## src/rtl/btn_debounce_pkg.sv

```systemverilog
// rtl/btn_debounce_pkg.sv - shared button index constants and hold FSM encoding
package btn_debounce_pkg;

    localparam int BTN_L = 4;
    localparam int BTN_R = 3;
    localparam int BTN_U = 2;
    localparam int BTN_D = 1;
    localparam int BTN_C = 0;

    localparam int BTN_COUNT = BTN_L - BTN_C + 1;

    typedef enum logic [1:0] {
        IDLE   = 2'd0,
        DELAY  = 2'd1,
        REPEAT = 2'd2
    } hold_state_t;

endpackage

```

## src/rtl/btn_debounce_if.sv

```systemverilog
// rtl/btn_debounce_if.sv - raw button pads in, debounced levels and pulses out
interface btn_debounce_if;
    import btn_debounce_pkg::*;

    logic [BTN_COUNT-1:0] btn_in;
    logic [BTN_COUNT-1:0] btn_level;
    logic [BTN_COUNT-1:0] btn_press;
    logic [BTN_COUNT-1:0] btn_release;
    logic [BTN_COUNT-1:0] btn_key;

    modport master (
        output btn_in,
        input  btn_level,
        input  btn_press,
        input  btn_release,
        input  btn_key
    );

    modport slave (
        input  btn_in,
        output btn_level,
        output btn_press,
        output btn_release,
        output btn_key
    );

endinterface

```

## src/rtl/btn_channel.sv

```systemverilog
// rtl/btn_channel.sv - one button: synchronizer, debounce counter, edge pulses, hold/repeat FSM
module btn_channel
    import btn_debounce_pkg::*;
#(
    parameter int unsigned DEBOUNCE_CYCLES = 1000000,
    parameter int unsigned REPEAT_DELAY    = 50000000,
    parameter int unsigned REPEAT_PERIOD   = 10000000
) (
    input  logic clk,
    input  logic rst,
    input  logic raw,
    output logic level,
    output logic press_pulse,
    output logic release_pulse,
    output logic key
);

    localparam logic [31:0] DB_LAST    = 32'(DEBOUNCE_CYCLES - 1);
    localparam logic [31:0] DELAY_LAST = 32'(REPEAT_DELAY - 1);
    localparam logic [31:0] RPT_LAST   = 32'(REPEAT_PERIOD - 1);

    logic        sync1;
    logic        sync2;
    logic [31:0] db_cnt;
    logic [31:0] timer;
    hold_state_t state;

    logic accept;
    logic rise;
    logic fall;

    // A level change is accepted on the edge the mismatch run reaches DEBOUNCE_CYCLES.
    always_comb begin
        accept = (sync2 != level) && (db_cnt == DB_LAST);
        rise   = accept && !level;
        fall   = accept && level;
    end

    always_ff @(posedge clk) begin
        if (rst) begin
            sync1         <= 1'b0;
            sync2         <= 1'b0;
            db_cnt        <= '0;
            timer         <= '0;
            state         <= IDLE;
            level         <= 1'b0;
            press_pulse   <= 1'b0;
            release_pulse <= 1'b0;
            key           <= 1'b0;
        end else begin
            sync1 <= raw;
            sync2 <= sync1;

            if (sync2 == level) begin
                db_cnt <= '0;
            end else if (accept) begin
                db_cnt <= '0;
                level  <= ~level;
            end else begin
                db_cnt <= db_cnt + 32'd1;
            end

            press_pulse   <= rise;
            release_pulse <= fall;
            key           <= rise;

            // Release wins over a coinciding repeat so no pulse lands in the release cycle.
            case (state)
                IDLE: begin
                    if (rise) begin
                        state <= DELAY;
                        timer <= '0;
                    end
                end
                DELAY: begin
                    if (fall) begin
                        state <= IDLE;
                        timer <= '0;
                    end else if (timer == DELAY_LAST) begin
                        state <= REPEAT;
                        timer <= '0;
                        key   <= 1'b1;
                    end else begin
                        timer <= timer + 32'd1;
                    end
                end
                REPEAT: begin
                    if (fall) begin
                        state <= IDLE;
                        timer <= '0;
                    end else if (timer == RPT_LAST) begin
                        timer <= '0;
                        key   <= 1'b1;
                    end else begin
                        timer <= timer + 32'd1;
                    end
                end
                default: begin
                    state <= IDLE;
                    timer <= '0;
                end
            endcase
        end
    end

endmodule

```

## src/rtl/btn_debounce.sv

```systemverilog
// rtl/btn_debounce.sv - five independent debounced button channels with auto-repeat
module btn_debounce
    import btn_debounce_pkg::*;
#(
    parameter int unsigned DEBOUNCE_CYCLES = 1000000,
    parameter int unsigned REPEAT_DELAY    = 50000000,
    parameter int unsigned REPEAT_PERIOD   = 10000000
) (
    input  logic           clk,
    input  logic           rst,
    btn_debounce_if.slave  bus
);

    logic [BTN_COUNT-1:0] level;
    logic [BTN_COUNT-1:0] press;
    logic [BTN_COUNT-1:0] release_p;
    logic [BTN_COUNT-1:0] key;

    for (genvar i = BTN_C; i <= BTN_L; i++) begin : g_ch
        btn_channel #(
            .DEBOUNCE_CYCLES (DEBOUNCE_CYCLES),
            .REPEAT_DELAY    (REPEAT_DELAY),
            .REPEAT_PERIOD   (REPEAT_PERIOD)
        ) u_ch (
            .clk           (clk),
            .rst           (rst),
            .raw           (bus.btn_in[i]),
            .level         (level[i]),
            .press_pulse   (press[i]),
            .release_pulse (release_p[i]),
            .key           (key[i])
        );
    end

    assign bus.btn_level   = level;
    assign bus.btn_press   = press;
    assign bus.btn_release = release_p;
    assign bus.btn_key     = key;

endmodule

```

## src/flat_wrapper.sv

```systemverilog
// flat-port wrapper written by rule: the top's interface ports become plain ports
module btn_debounce_flat import btn_debounce_pkg::*;
#(
    parameter int unsigned DEBOUNCE_CYCLES = 1000000,
    parameter int unsigned REPEAT_DELAY    = 50000000,
    parameter int unsigned REPEAT_PERIOD   = 10000000
)
  (clk, rst, bus_btn_in, bus_btn_level, bus_btn_press, bus_btn_release, bus_btn_key);
  btn_debounce_if bus_i ();
  input  logic clk;
  input  logic rst;
  input wire logic [$bits(bus_i.btn_in)-1:0] bus_btn_in;
  output wire logic [$bits(bus_i.btn_level)-1:0] bus_btn_level;
  output wire logic [$bits(bus_i.btn_press)-1:0] bus_btn_press;
  output wire logic [$bits(bus_i.btn_release)-1:0] bus_btn_release;
  output wire logic [$bits(bus_i.btn_key)-1:0] bus_btn_key;
  assign bus_i.btn_in = bus_btn_in;
  assign bus_btn_level = bus_i.btn_level;
  assign bus_btn_press = bus_i.btn_press;
  assign bus_btn_release = bus_i.btn_release;
  assign bus_btn_key = bus_i.btn_key;
  btn_debounce #(.DEBOUNCE_CYCLES(DEBOUNCE_CYCLES), .REPEAT_DELAY(REPEAT_DELAY), .REPEAT_PERIOD(REPEAT_PERIOD)) u_core (.clk(clk), .rst(rst), .bus(bus_i));
endmodule
```

## config.mk

```make
export PLATFORM = sky130hd
export DESIGN_NAME = btn_debounce_flat
export DESIGN_NICKNAME = d
export VERILOG_FILES = /design/src/rtl/btn_debounce_pkg.sv /design/src/rtl/btn_debounce_if.sv /design/src/rtl/btn_channel.sv /design/src/rtl/btn_debounce.sv /design/src/flat_wrapper.sv
export SDC_FILE = /design/constraint.sdc
export NUM_CORES = 1
export LEC_CHECK = 0
export CORE_MARGIN = 2
export CORE_UTILIZATION = 25
export DETAILED_ROUTE_END_ITERATION = 8
export REMOVE_ABC_BUFFERS = 1
export SYNTH_ARGS = -nofsm -noshare
export SYNTH_HDL_FRONTEND = slang
export SYNTH_HIERARCHICAL = 1
export SYNTH_SLANG_ARGS = --single-unit
```

## constraint.sdc

```tcl
create_clock -name clk -period 3.5 [get_ports clk]
set_input_delay 0.7 -clock clk [delete_from_list [all_inputs] [get_ports clk]]
set_output_delay 0.7 -clock clk [all_outputs]
set_load 0.03 [all_outputs]
```

# Word level (Yosys, flattened, before mapping)
# Cells that the tools add are included.
# Widths: inputs -> output; s select.
word_totals:
  input_bits: 7
  ff_bits: 360
classes:
  bitwise_logic: 10
  n_eq_ne: 50
  n_mux: 80
  add_sub_neg: 10
  reduce_logical: 40
op_table:
  columns: ["op", "n"]
  rows:
  - ["$mux 32", 25]
  - ["$pmux 32 s3", 5]
  - ["$add 32x1->32 const B", 10]
  - ["$eq 32x20->1 const B", 5]
  - ["$eq 32x24->1 const B", 5]
  - ["$eq 32x26->1 const B", 5]
  - ["$mux 2", 20]
  - ["$pmux 2 s3", 5]
  - ["$mux 1", 20]
  - ["$ne 2x2->1 const B", 10]
  - ["$logic_and 1x1->1", 15]
  - ["$ne 3x3->1 const B", 5]
  - ["$reduce_and 3->1", 5]
  - ["$reduce_or 3->1", 5]
  - ["$eq 2x1->1 const B", 5]
  - ["$eq 2x2->1 const B", 5]
  - ["$logic_not 2->1", 5]
  - ["$not 1->1", 10]
  - ["$pmux 1 s2", 5]
  - ["$reduce_and 2->1", 5]
  - ["$eq 1x1->1", 5]
  - ["$logic_not 1->1", 5]
  - ["$ne 1x1->1", 5]

# Longest topological paths before layout
# Gate-level depths: netlist (run 1).
depth:
  word_depth: 6
  ltp_mapped: 10
  depth_no_buf: 7

# Cells and area by module
# The synthesis (run 1) kept the hierarchy.
by_module_without_submodules:
  columns: ["module", "n_inst", "area_per_inst_um2", "seq_area_each_um2", "cells_per_inst"]
  rows:
  - ["btn_channel (u_core.g_ch[0].u_ch ...)", 3, 3808.7, 1441.4, 485]
  - ["btn_channel (u_core.g_ch[1].u_ch)", 1, 3754.9, 1441.4, 463]
  - ["btn_channel (u_core.g_ch[4].u_ch)", 1, 3484.6, 1441.4, 416]

# Least setup slack after synthesis (run 1)
# Ideal clock, no wire load.
synth_path:
  path_kind: "register to register"
  start: "register u_core.g_ch[4].u_ch.db_cnt[11]"
  end: "register u_core.g_ch[4].u_ch.timer[31]"
  n_path_buf: 2
  required_time_ns: 3.384
  stages_incl_launch_ff: 9
  arrival_time_ns: 2.501
  slack_ns: 0.883
  path_cell_list: "dfxtp_1 or4b_1 or4_4 o31a_1 buf_6 buf_6 nor4_1 xnor2_1 nor2_2"
synth_via:
  elab_chain_cells: 5
synth_rtl:
  columns: ["element", "line_no", "rtl"]
  rows:
  - ["start: declaration", "btn_channel.sv:24", "logic [31:0] db_cnt;"]
  - ["start signal: assignment", "btn_channel.sv:60", "db_cnt <= db_cnt + 32'd1;"]
  - ["$eq 32x20->1 *", "btn_channel.sv:34", "accept = (sync2 != level) && (db_cnt == DB_LAST);"]
  - ["$logic_and 1x1->1 *", "btn_channel.sv:34", null]
  - ["$logic_and 1x1->1", "btn_channel.sv:36", "fall = accept && level;"]
  - ["$mux 32, on equally long branches", "btn_channel.sv:88, btn_channel.sv:76", null]
  - ["$pmux 32 s3", "btn_channel.sv:68", "case (state)"]
  - ["end signal: assignment", "btn_channel.sv:84", "timer <= timer + 32'd1;"]
  - ["end signal: assignment", "btn_channel.sv:95", "timer <= timer + 32'd1;"]
  - ["end: declaration", "btn_channel.sv:25", "logic [31:0] timer;"]
# Mark *: on every way between the ends. The rest lies on a longest branch, timed or not.
# A chain may end at the register's enable or synchronous reset.

# Worst setup path after layout (run 1)
layout_path:
  start: "register u_core.g_ch[4].u_ch.db_cnt[16]"
  end: "register u_core.g_ch[4].u_ch.timer[21]"
# Same word-level chain as after synthesis.

==> results of run 1 <==
==> cell usage in the layout (no fill, tap or decap), types with 45 or more instances in the layout <==
| master | n |
|---|---|
| dfxtp_1 | 360 |
| nand3_1 | 297 |
| nor2_1 | 290 |
| nand2_1 | 210 |
| nand4_1 | 100 |
| a31oi_1 | 91 |
| xor2_1 | 88 |
| xnor2_1 | 82 |
| inv_1 | 58 |
| nor4_1 | 58 |
| nor3_1 | 55 |
| a21oi_1 | 52 |
| and3_1 | 50 |
| clkbuf_16 | 45 |
==> where the power goes <==
part	leakage (nW)	switching, mW	internal (mW)
clock network	0.746	1.83	2.88
registers	2.90	0.0156	4.12
logic	2.81	0.389	0.146
total	6.46	2.24	7.14
==> kinds of logic (layout without fill, tap and decap cells) <==
group,count (synthesis),after routing,synth area share [%]
AO/OA/AOI/OAI,288,288,10.40
buffers and inverters,182,202,3.989
XOR/XNOR,170,170,7.977
multiplexers,1,1,0.05363
adder cells (fa/ha/maj),25,25,1.676
AND/OR/NAND/NOR,1308,1308,37.29
flip-flops,360,360,38.61
==> how the worst min path moves through the flow <==
stage                                                    start                                   end  slack [ps]  cells after the start
after global placement    u_core/g_ch[3].u_ch/sync1$_SDFF_PP0_  u_core/g_ch[3].u_ch/sync2$_SDFF_PP0_         420                      1
after detailed placement  u_core/g_ch[0].u_ch/sync1$_SDFF_PP0_  u_core/g_ch[0].u_ch/sync2$_SDFF_PP0_         430                      1
final                     u_core/g_ch[0].u_ch/sync1$_SDFF_PP0_  u_core/g_ch[0].u_ch/sync2$_SDFF_PP0_         440                      1
after CTS                 u_core/g_ch[0].u_ch/sync1$_SDFF_PP0_  u_core/g_ch[0].u_ch/sync2$_SDFF_PP0_         440                      1
after floorplan           u_core/g_ch[0].u_ch/sync1$_SDFF_PP0_  u_core/g_ch[0].u_ch/sync2$_SDFF_PP0_         410                      1
after global routing      u_core/g_ch[1].u_ch/sync1$_SDFF_PP0_  u_core/g_ch[1].u_ch/sync2$_SDFF_PP0_         460                      1
==> final cells by class <==
type / instances / area, µm²
Sequential cell: 360 / 7207
Timing Repair Buffer: 62 / 544.3
Tap cell: 969 / 1212
Fill cell: 7878 / 52730
Inverter: 58 / 217.7
Clock buffer: 69 / 1346
Clock inverter: 13 / 185.2
Multi-Input combinational cell: 1792 / 10760
==> sequential cells by signal, indices dropped and copies added (netlist names) <==
register and cells:
u_core/g_ch.u_ch/press_pulse 5, u_core/g_ch.u_ch/sync1 5, u_core/g_ch.u_ch/timer 160, u_core/g_ch.u_ch/release_pulse 5
u_core/g_ch.u_ch/state 10, u_core/g_ch.u_ch/key 5, u_core/g_ch.u_ch/sync2 5, u_core/g_ch.u_ch/level 5
u_core/g_ch.u_ch/db_cnt 160
==> layer usage <==
metal / share of wire (%) / up-vias / track usage (%)
met4: 1.9 / 0 / 3.358
met1: 50 / 7742 / 14.96
met5: 0 / - / 0
li1: - / 8482 / -
met2: 44 / 227 / 17.01
met3: 3.5 / 59 / 1.746
==> stage by stage <==
stage,instance area (µm²),util (%)
floorplan,18140,-
global placement,19940,26.87
detailed placement,19940,26.87
CTS,21470,28.93
global route,21470,28.93
finish,21470,28.93
==> critical path: stages, from the launching register on <==
cell and delay [ps]:
dfxtp_1 420, or4b_1 490, or4_4 600, o31a_1 620, nor4_1 500, xnor2_1 180
nor2_1 50
==> Yosys cell counts (9+ instances only) <==
master and count:
a21o_1 9, nand3_1 297, or3_1 31, clkbuf_1 82, nor3_1 55, nand3_2 10, a21oi_1 55, buf_2 37
ha_1 25, nor4b_1 15, a31oi_1 91, nand4_1 100, nor2b_1 19, nor2_1 290, o31ai_1 12, nand3b_1 10
xnor2_1 82, nor4_1 58, and2_1 27, dfxtp_1 360, nor4_2 10, xor2_1 88, o211ai_1 15, inv_1 58
o21ai_0 37, nand2_1 210, nand4b_1 10, or2_2 12, and4_1 38, or4_1 17, and3_1 50
==> results.py, run 1 <==
metrics = {
    "outcome": {
        "status": "finished clean",
    },
    "routing": {
        "antenna_left": 0,
        "finalWirelength_um": 42320,
        "first_pass_iters": 5,
        "drc": 0,
        "num_vias": 16510,
        "drt_iter0_drc": 1086,
        "wire_per_inst_um": 12.73,
        "via_per_inst": 4.968,
    },
    "sta": {
        "hold_viol": 0,
        "tightest_slew_ps": 1020,
        "tns_ps": 0,
        "rsz0062_at_grt": "false",
        "clock_skew_ps": 23.42,
        "setup_slack_ps": 514.4,
        "period_share_pct": 85.30,
        "hold_ws_ps": 436.6,
        "slew_viol_final": 0,
        "setup_viol": 0,
        "slew_headroom_pct": 31.97,
        "clock.fmax_mhz": 334.9,
        "period_needed_ps": 2986,
    },
    "grt": {
        "overflow": 0,
        "grt_first_pass_wirelength_um": 73240,
        "grt_max_degree": 85,
        "grt.total_usage_pct": 10.78,
        "antenna_found_initial": 0,
        "grt_pass1_vias": 14890,
    },
    "worst_setup_path": {
        "reg2reg_to": "u_core/g_ch[4].u_ch/timer[21]$_SDFFE_PP0P_",
        "reg2reg_slack_ps": 510,
        "critPathKind": "reg2reg",
        "reg2reg_depth": 6,
        "cp_max_fo": 26,
        "r2r-start": "u_core/g_ch[4].u_ch/db_cnt[16]$_SDFF_PP0_",
        "required_ps": 3960,
        "crit_path_end_kind": "flop",
        "crit_start": "u_core/g_ch[4].u_ch/db_cnt[16]$_SDFF_PP0_",
        "endpoint": "u_core/g_ch[4].u_ch/timer[21]$_SDFFE_PP0P_",
        "critical_path_arrival_ps": 3450,
        "start_kind": "flop",
    },
    "logic_synthesis": {
        "async_flop_share_pct": 0,
        "yosys.cell_types.count": 70,
        "yosys_warnings": 6,
        "yosysSeqAreaShare_pct": 38.61,
        "synth_area_leaders": "dfxtp_1 39%, nand3_1 8.0%, nor2_1 5.8%",
        "synth_top_area_share_pct": 38.61,
        "syn-cell-area_um2": 18670,
        "synth_edf_count": 0,
        "syn_avg_cell_area_um2": 7.997,
        "syn_inst": 2334,
        "synthFlopType": "dfxtp_1",
        "synth_top_cell_by_area": "dfxtp_1",
        "synth-seq-cells": 360,
    },
    "finish": {
        "final-instance-count-excl-fill": 3323,
        "n_antenna_cell": 0,
        "nNetsFinal": 2351,
        "syn_to_final_growth_pct": 15.02,
        "drive_gt1_share_pct": 7.434,
    },
    "placement": {
        "portBuffers": 26,
        "place_congestion": 0.7898,
        "preCtsSetupSlack_ps": 554.0,
        "dp_hpwl_um": 27500,
        "dp.cells": 3241,
    },
    "floorplanning": {
        "start_util_pct": 25.16,
        "die_y_um": 277.2,
        "core_um2": 74200,
        "pin_count": 27,
        "die_w_um": 277.2,
        "die-area_um2": 76860,
        "placementRows": 100,
    },
    "clock_network": {
        "cts_buffer_depth": 3,
        "root_buffer": "clkbuf_16",
        "htree_levels": 2,
        "clkLatencyLatePin_ps": 570,
        "cts-buffers-inserted": 45,
        "ctsHoldBuffers": 0,
        "cts_sinks": 360,
        "clk_pin_slew_worst_paths_ps": 50,
        "cts_setup_buffers": 0,
        "ctsResizeCount": 0,
        "cts_tree": "done",
    },
    "pwr": {
        "p_leak_nw": 6.457,
        "power_density_nw_per_um2": 436.9,
        "ir_drop_mv": 0.3263,
        "p_total_mw": 9.380,
    },
    "hold_path": {
        "hold_class": "reg2reg",
    },
    "run": {
        "drv_cap": 0,
    },
}
Power figures use the tool's default switching activity.
==> run 2, diff against run 1 <==
- DONT_BUFFER_PORTS: not set -> 1
- clock period: 3.5 -> 3.45 ns (I/O delays scaled with it)
==> results.py, run 2 (same netlist as run 1, synthesis figures left out) <==
metrics = {
    "pwr": {
        "seqPwrFrac_pct": 45.5,
        "p_int_mw": 6.979,
        "sw_frac_of_total_pct": 24.29,
        "comb_power_share_pct": 5.5,
        "clkPwrFrac_pct": 49.0,
        "ir_drop_mv": 0.3151,
        "p_leak_nw": 6.285,
        "power_density_nw_per_um2": 438.3,
        "p_total_mw": 9.218,
        "power_switching_mw": 2.239,
    },
    "finish": {
        "final_cell_mix": "360 x dfxtp_1, 297 x nand3_1, 290 x nor2_1, 210 x nand2_1, 100 x nand4_1",
        "top_regs": "u_core/g_ch.u_ch/db_cnt (160), u_core/g_ch.u_ch/timer (160), u_core/g_ch.u_ch/state (10)",
        "nNetsFinal": 2322,
        "n_antenna_cell": 0,
        "final-instance-count-excl-fill": 3286,
        "drive_gt1_share_pct": 7.251,
        "syn_to_final_growth_pct": 12.67,
        "final_common_cell": "dfxtp_1",
        "fin_area_um2": 21030,
    },
    "routing": {
        "drc": 0,
        "first_pass_iters": 5,
        "antenna_left": 0,
        "num_vias": 16210,
        "wire_per_inst_um": 12.95,
        "drt_iter0_drc": 895,
        "finalWirelength_um": 42570,
        "via_per_inst": 4.934,
    },
    "clock_network": {
        "cts_tree": "done",
        "cts_sinks": 360,
        "ctsHoldBuffers": 0,
        "ctsResizeCount": 0,
        "htree_levels": 2,
        "cts-buffers-inserted": 45,
        "clk_pin_slew_worst_paths_ps": 60,
        "cts_buffer_depth": 3,
        "root_buffer": "clkbuf_16",
        "clkLatencyLatePin_ps": 580,
        "cts_setup_buffers": 0,
    },
    "worst_setup_path": {
        "critPathKind": "reg2reg",
        "start_kind": "flop",
        "critical_path_arrival_ps": 3410,
        "crit_path_end_kind": "flop",
        "required_ps": 3910,
        "cp_max_fo": 24,
    },
    "sta": {
        "setup_slack_ps": 500.6,
        "slew_headroom_pct": 32.78,
        "setup_viol": 0,
        "period_share_pct": 85.49,
        "hold_viol": 0,
        "rsz0062_at_grt": "false",
        "slew_viol_final": 0,
        "tightest_slew_ps": 999.0,
        "clock_skew_ps": 19.40,
        "period_needed_ps": 2949,
        "clock.fmax_mhz": 339.1,
    },
    "hold_path": {
        "hold_class": "in2reg",
    },
    "placement": {
        "dp_hpwl_um": 27200,
        "dpl-instance-area_um2": 19640,
        "preCtsSetupSlack_ps": 519.2,
        "portBuffers": 0,
        "dp.cells": 3212,
        "place_congestion": 0.7849,
    },
    "floorplanning": {
        "die-area_um2": 76860,
        "start_util_pct": 25.16,
        "core_um2": 74200,
        "placementRows": 100,
        "pin_count": 27,
        "die_w_um": 277.2,
        "die_y_um": 277.2,
    },
    "grt": {
        "grt_first_pass_wirelength_um": 73360,
        "overflow": 0,
        "grt_pass1_vias": 14850,
        "antenna_found_initial": 0,
        "grt_max_degree": 179,
        "grt.total_usage_pct": 10.85,
    },
    "run": {
        "drv_cap": 0,
    },
    "outcome": {
        "status": "finished clean",
    },
}
[run 2: cell types whose count changed in the layout (fill, tap and decap cells not counted), sizes merged]
cell           change
clkdlybuf4s50     -25
clkbuf            -12
buf                -4
inv                +4
bufinv             -1
clkinv             +1
[run 2: critical path: stages (launching register included)]
cell and delay [ps]:
dfxtp_1 410, or4b_1 500, or4_4 600, o31a_1 610
buf_4 290, nor3_1 230, xnor2_1 140, nor2_1 50
[run 2: final cells by class]
type / count / area (µm²)
multi-input cells: 1792 / 10760
repair buffers: 33 / 247.7
clock inverters: 17 / 158.9
flip-flops and latches: 360 / 7207
clock buffers: 57 / 1231
inverters: 58 / 217.7
fillers: 7872 / 53170
well taps: 969 / 1212
[run 2: layer usage]
| metal | track usage, % | part of all wire [%] |
|---|---|---|
| met1 | 15.25 | 51 |
| met2 | 16.86 | 44 |
| met3 | 1.949 | 3.7 |
| met4 | 3.163 | 2.0 |
| met5 | 0 | 0 |
[run 2: final timing paths]
path,startpoint,end,slack (ps),cells past startpoint
setup / recovery,u_core/g_ch[4].u_ch/db_cnt[16]$_SDFF_PP0_,u_core/g_ch[4].u_ch/timer[10]$_SDFFE_PP0P_,500,7
hold / removal,bus_btn_in[0],u_core/g_ch[0].u_ch/sync1$_SDFF_PP0_,250,1
setup reg to reg,u_core/g_ch[4].u_ch/db_cnt[16]$_SDFF_PP0_,u_core/g_ch[4].u_ch/timer[10]$_SDFFE_PP0P_,500,7
hold reg to reg,u_core/g_ch[3].u_ch/sync1$_SDFF_PP0_,u_core/g_ch[3].u_ch/sync2$_SDFF_PP0_,430,1
[run 2: power groups by stage]
stage	logic (mW)	registers [mW]	clock network (mW)
2_1_floorplan	0.318	4.28	0
3_3_place_gp	0.505	4.29	0
3_5_place_dp	0.503	4.29	0
4_1_cts	0.505	4.19	4.70
5_1_grt	0.554	4.20	4.85
6_report	0.506	4.20	4.52
[run 2: metrics by stage]
step / utilization (%) / hold slack, ps / setup TNS, ps
after floorplan: - / 413.8 / -17500
after global placement: 26.47 / 418.0 / 0
after detailed placement: 26.47 / 428.3 / 0
after CTS: 28.34 / 205.3 / 0
after global routing: 28.34 / 222.8 / 0
final: 28.34 / 250.2 / 0
==> run 3, diff against run 2 <==
- ABC_CLOCK_PERIOD_IN_PS: not set -> 3450
- MAX_ROUTING_LAYER: not set -> met4
==> results.py, run 3 (same netlist as run 1, synthesis figures left out) <==
metrics = {
    "pwr": {
        "p_leak_nw": 6.285,
        "sw_frac_of_total_pct": 24.32,
        "p_total_mw": 9.222,
        "seqPwrFrac_pct": 45.5,
        "ir_drop_mv": 0.3151,
        "comb_power_share_pct": 5.5,
        "p_int_mw": 6.979,
        "power_density_nw_per_um2": 438.5,
        "power_switching_mw": 2.242,
        "clkPwrFrac_pct": 49.0,
    },
    "placement": {
        "portBuffers": 0,
        "dpl-instance-area_um2": 19640,
        "dp_hpwl_um": 27200,
        "dp.cells": 3212,
        "place_congestion": 0.7961,
    },
    "worst_setup_path": {
        "start_kind": "flop",
        "critPathKind": "reg2reg",
        "critical_path_arrival_ps": 3410,
        "crit_path_end_kind": "flop",
        "required_ps": 3910,
        "cp_max_fo": 24,
    },
    "clock_network": {
        "ctsResizeCount": 0,
        "cts_tree": "done",
        "cts_setup_buffers": 0,
        "htree_levels": 2,
        "cts_buffer_depth": 3,
        "cts-buffers-inserted": 45,
        "clkLatencyLatePin_ps": 580,
        "ctsHoldBuffers": 0,
        "clk_pin_slew_worst_paths_ps": 60,
        "root_buffer": "clkbuf_16",
        "cts_sinks": 360,
    },
    "floorplanning": {
        "placementRows": 100,
        "start_util_pct": 25.16,
        "die_y_um": 277.2,
        "pin_count": 27,
        "die_w_um": 277.2,
        "core_um2": 74200,
        "die-area_um2": 76860,
    },
    "finish": {
        "final_common_cell": "dfxtp_1",
        "n_antenna_cell": 0,
        "final_cell_mix": "360 x dfxtp_1, 297 x nand3_1, 290 x nor2_1, 210 x nand2_1, 100 x nand4_1",
        "n_fill_cell": 7872,
        "final_util_pct": 28.34,
        "syn_to_final_growth_pct": 12.67,
        "fin_area_um2": 21030,
        "final-instance-count-excl-fill": 3286,
        "nNetsFinal": 2322,
        "drive_gt1_share_pct": 7.251,
        "top_regs": "u_core/g_ch.u_ch/db_cnt (160), u_core/g_ch.u_ch/timer (160), u_core/g_ch.u_ch/state (10)",
    },
    "sta": {
        "setup_viol": 0,
        "tightest_slew_ps": 988.8,
        "clock_skew_ps": 19.36,
        "hold_viol": 0,
        "period_share_pct": 85.30,
        "slew_viol_final": 0,
        "slew_headroom_pct": 33.47,
        "clock.fmax_mhz": 339.8,
        "period_needed_ps": 2943,
        "rsz0062_at_grt": "false",
        "hold_ws_ps": 249.5,
    },
    "routing": {
        "antenna_left": 0,
        "num_vias": 16240,
        "drt_iter0_drc": 881,
        "first_pass_iters": 5,
        "via_per_inst": 4.943,
        "drc": 0,
        "wire_per_inst_um": 12.95,
        "finalWirelength_um": 42550,
    },
    "hold_path": {
        "hold_class": "in2reg",
    },
    "run": {
        "drv_cap": 0,
    },
    "grt": {
        "grt_pass1_vias": 14840,
        "overflow": 0,
        "grt.total_usage_pct": 11.17,
        "antenna_found_initial": 0,
        "grt_first_pass_wirelength_um": 73350,
        "grt_max_degree": 179,
    },
    "outcome": {
        "status": "finished clean",
    },
}
[run 3: cell type report]
| cell class | count | area [µm²] | area share [%] |
|---|---|---|---|
| tap | 969 | 1212 | 5.765 |
| multi-input combinational | 1792 | 10760 | 51.14 |
| inverter | 58 | 217.7 | 1.035 |
| clock buffer | 57 | 1231 | 5.854 |
| sequential | 360 | 7207 | 34.27 |
| timing repair buffer | 33 | 247.7 | 1.178 |
| clock inverter | 17 | 158.9 | 0.7556 |
[run 3: per-stage QoR]
step	setup WS, ps	TNS (ps)
after floorplan	-456.6	-17500
after global placement	535.0	0
after detailed placement	519.2	0
after CTS	503.9	0
after global routing	339.8	0
final	507.3	0
[run 3: path summary, 6_finish.rpt]
kind	slack (ps)	endpoint	startpoint	cells past startpoint
max	510	u_core/g_ch[4].u_ch/timer[10]$_SDFFE_PP0P_	u_core/g_ch[4].u_ch/db_cnt[16]$_SDFF_PP0_	7
min	250	u_core/g_ch[0].u_ch/sync1$_SDFF_PP0_	bus_btn_in[0]	1
max reg2reg	510	u_core/g_ch[4].u_ch/timer[10]$_SDFFE_PP0P_	u_core/g_ch[4].u_ch/db_cnt[16]$_SDFF_PP0_	7
min reg2reg	430	u_core/g_ch[3].u_ch/sync2$_SDFF_PP0_	u_core/g_ch[3].u_ch/sync1$_SDFF_PP0_	1
[run 3: routing by layer]
| metal | GRT usage, % | up-vias | share of wire, % |
|---|---|---|---|
| met4 | 3.163 | 0 | 2.0 |
| met3 | 1.940 | 61 | 3.3 |
| met1 | 15.28 | 7584 | 51 |
| li1 | - | 8395 | - |
| met2 | 16.82 | 203 | 44 |
| met5 | - | - | 0 |
[run 3: worst max-delay path, cell delays in order (launching register included)]
cell and delay [ps]:
dfxtp_1 410, or4b_1 500, or4_4 600, o31a_1 610
buf_4 290, nor3_1 220, xnor2_1 140, nor2_1 50
[run 3: power groups by stage]
| stage | combinational, mW | sequential [mW] | clock (mW) |
|---|---|---|---|
| after floorplan | 0.318 | 4.28 | 0 |
| after global placement | 0.505 | 4.29 | 0 |
| after detailed placement | 0.503 | 4.29 | 0 |
| after CTS | 0.505 | 4.19 | 4.70 |
| after global routing | 0.554 | 4.20 | 4.85 |
| final | 0.508 | 4.20 | 4.52 |
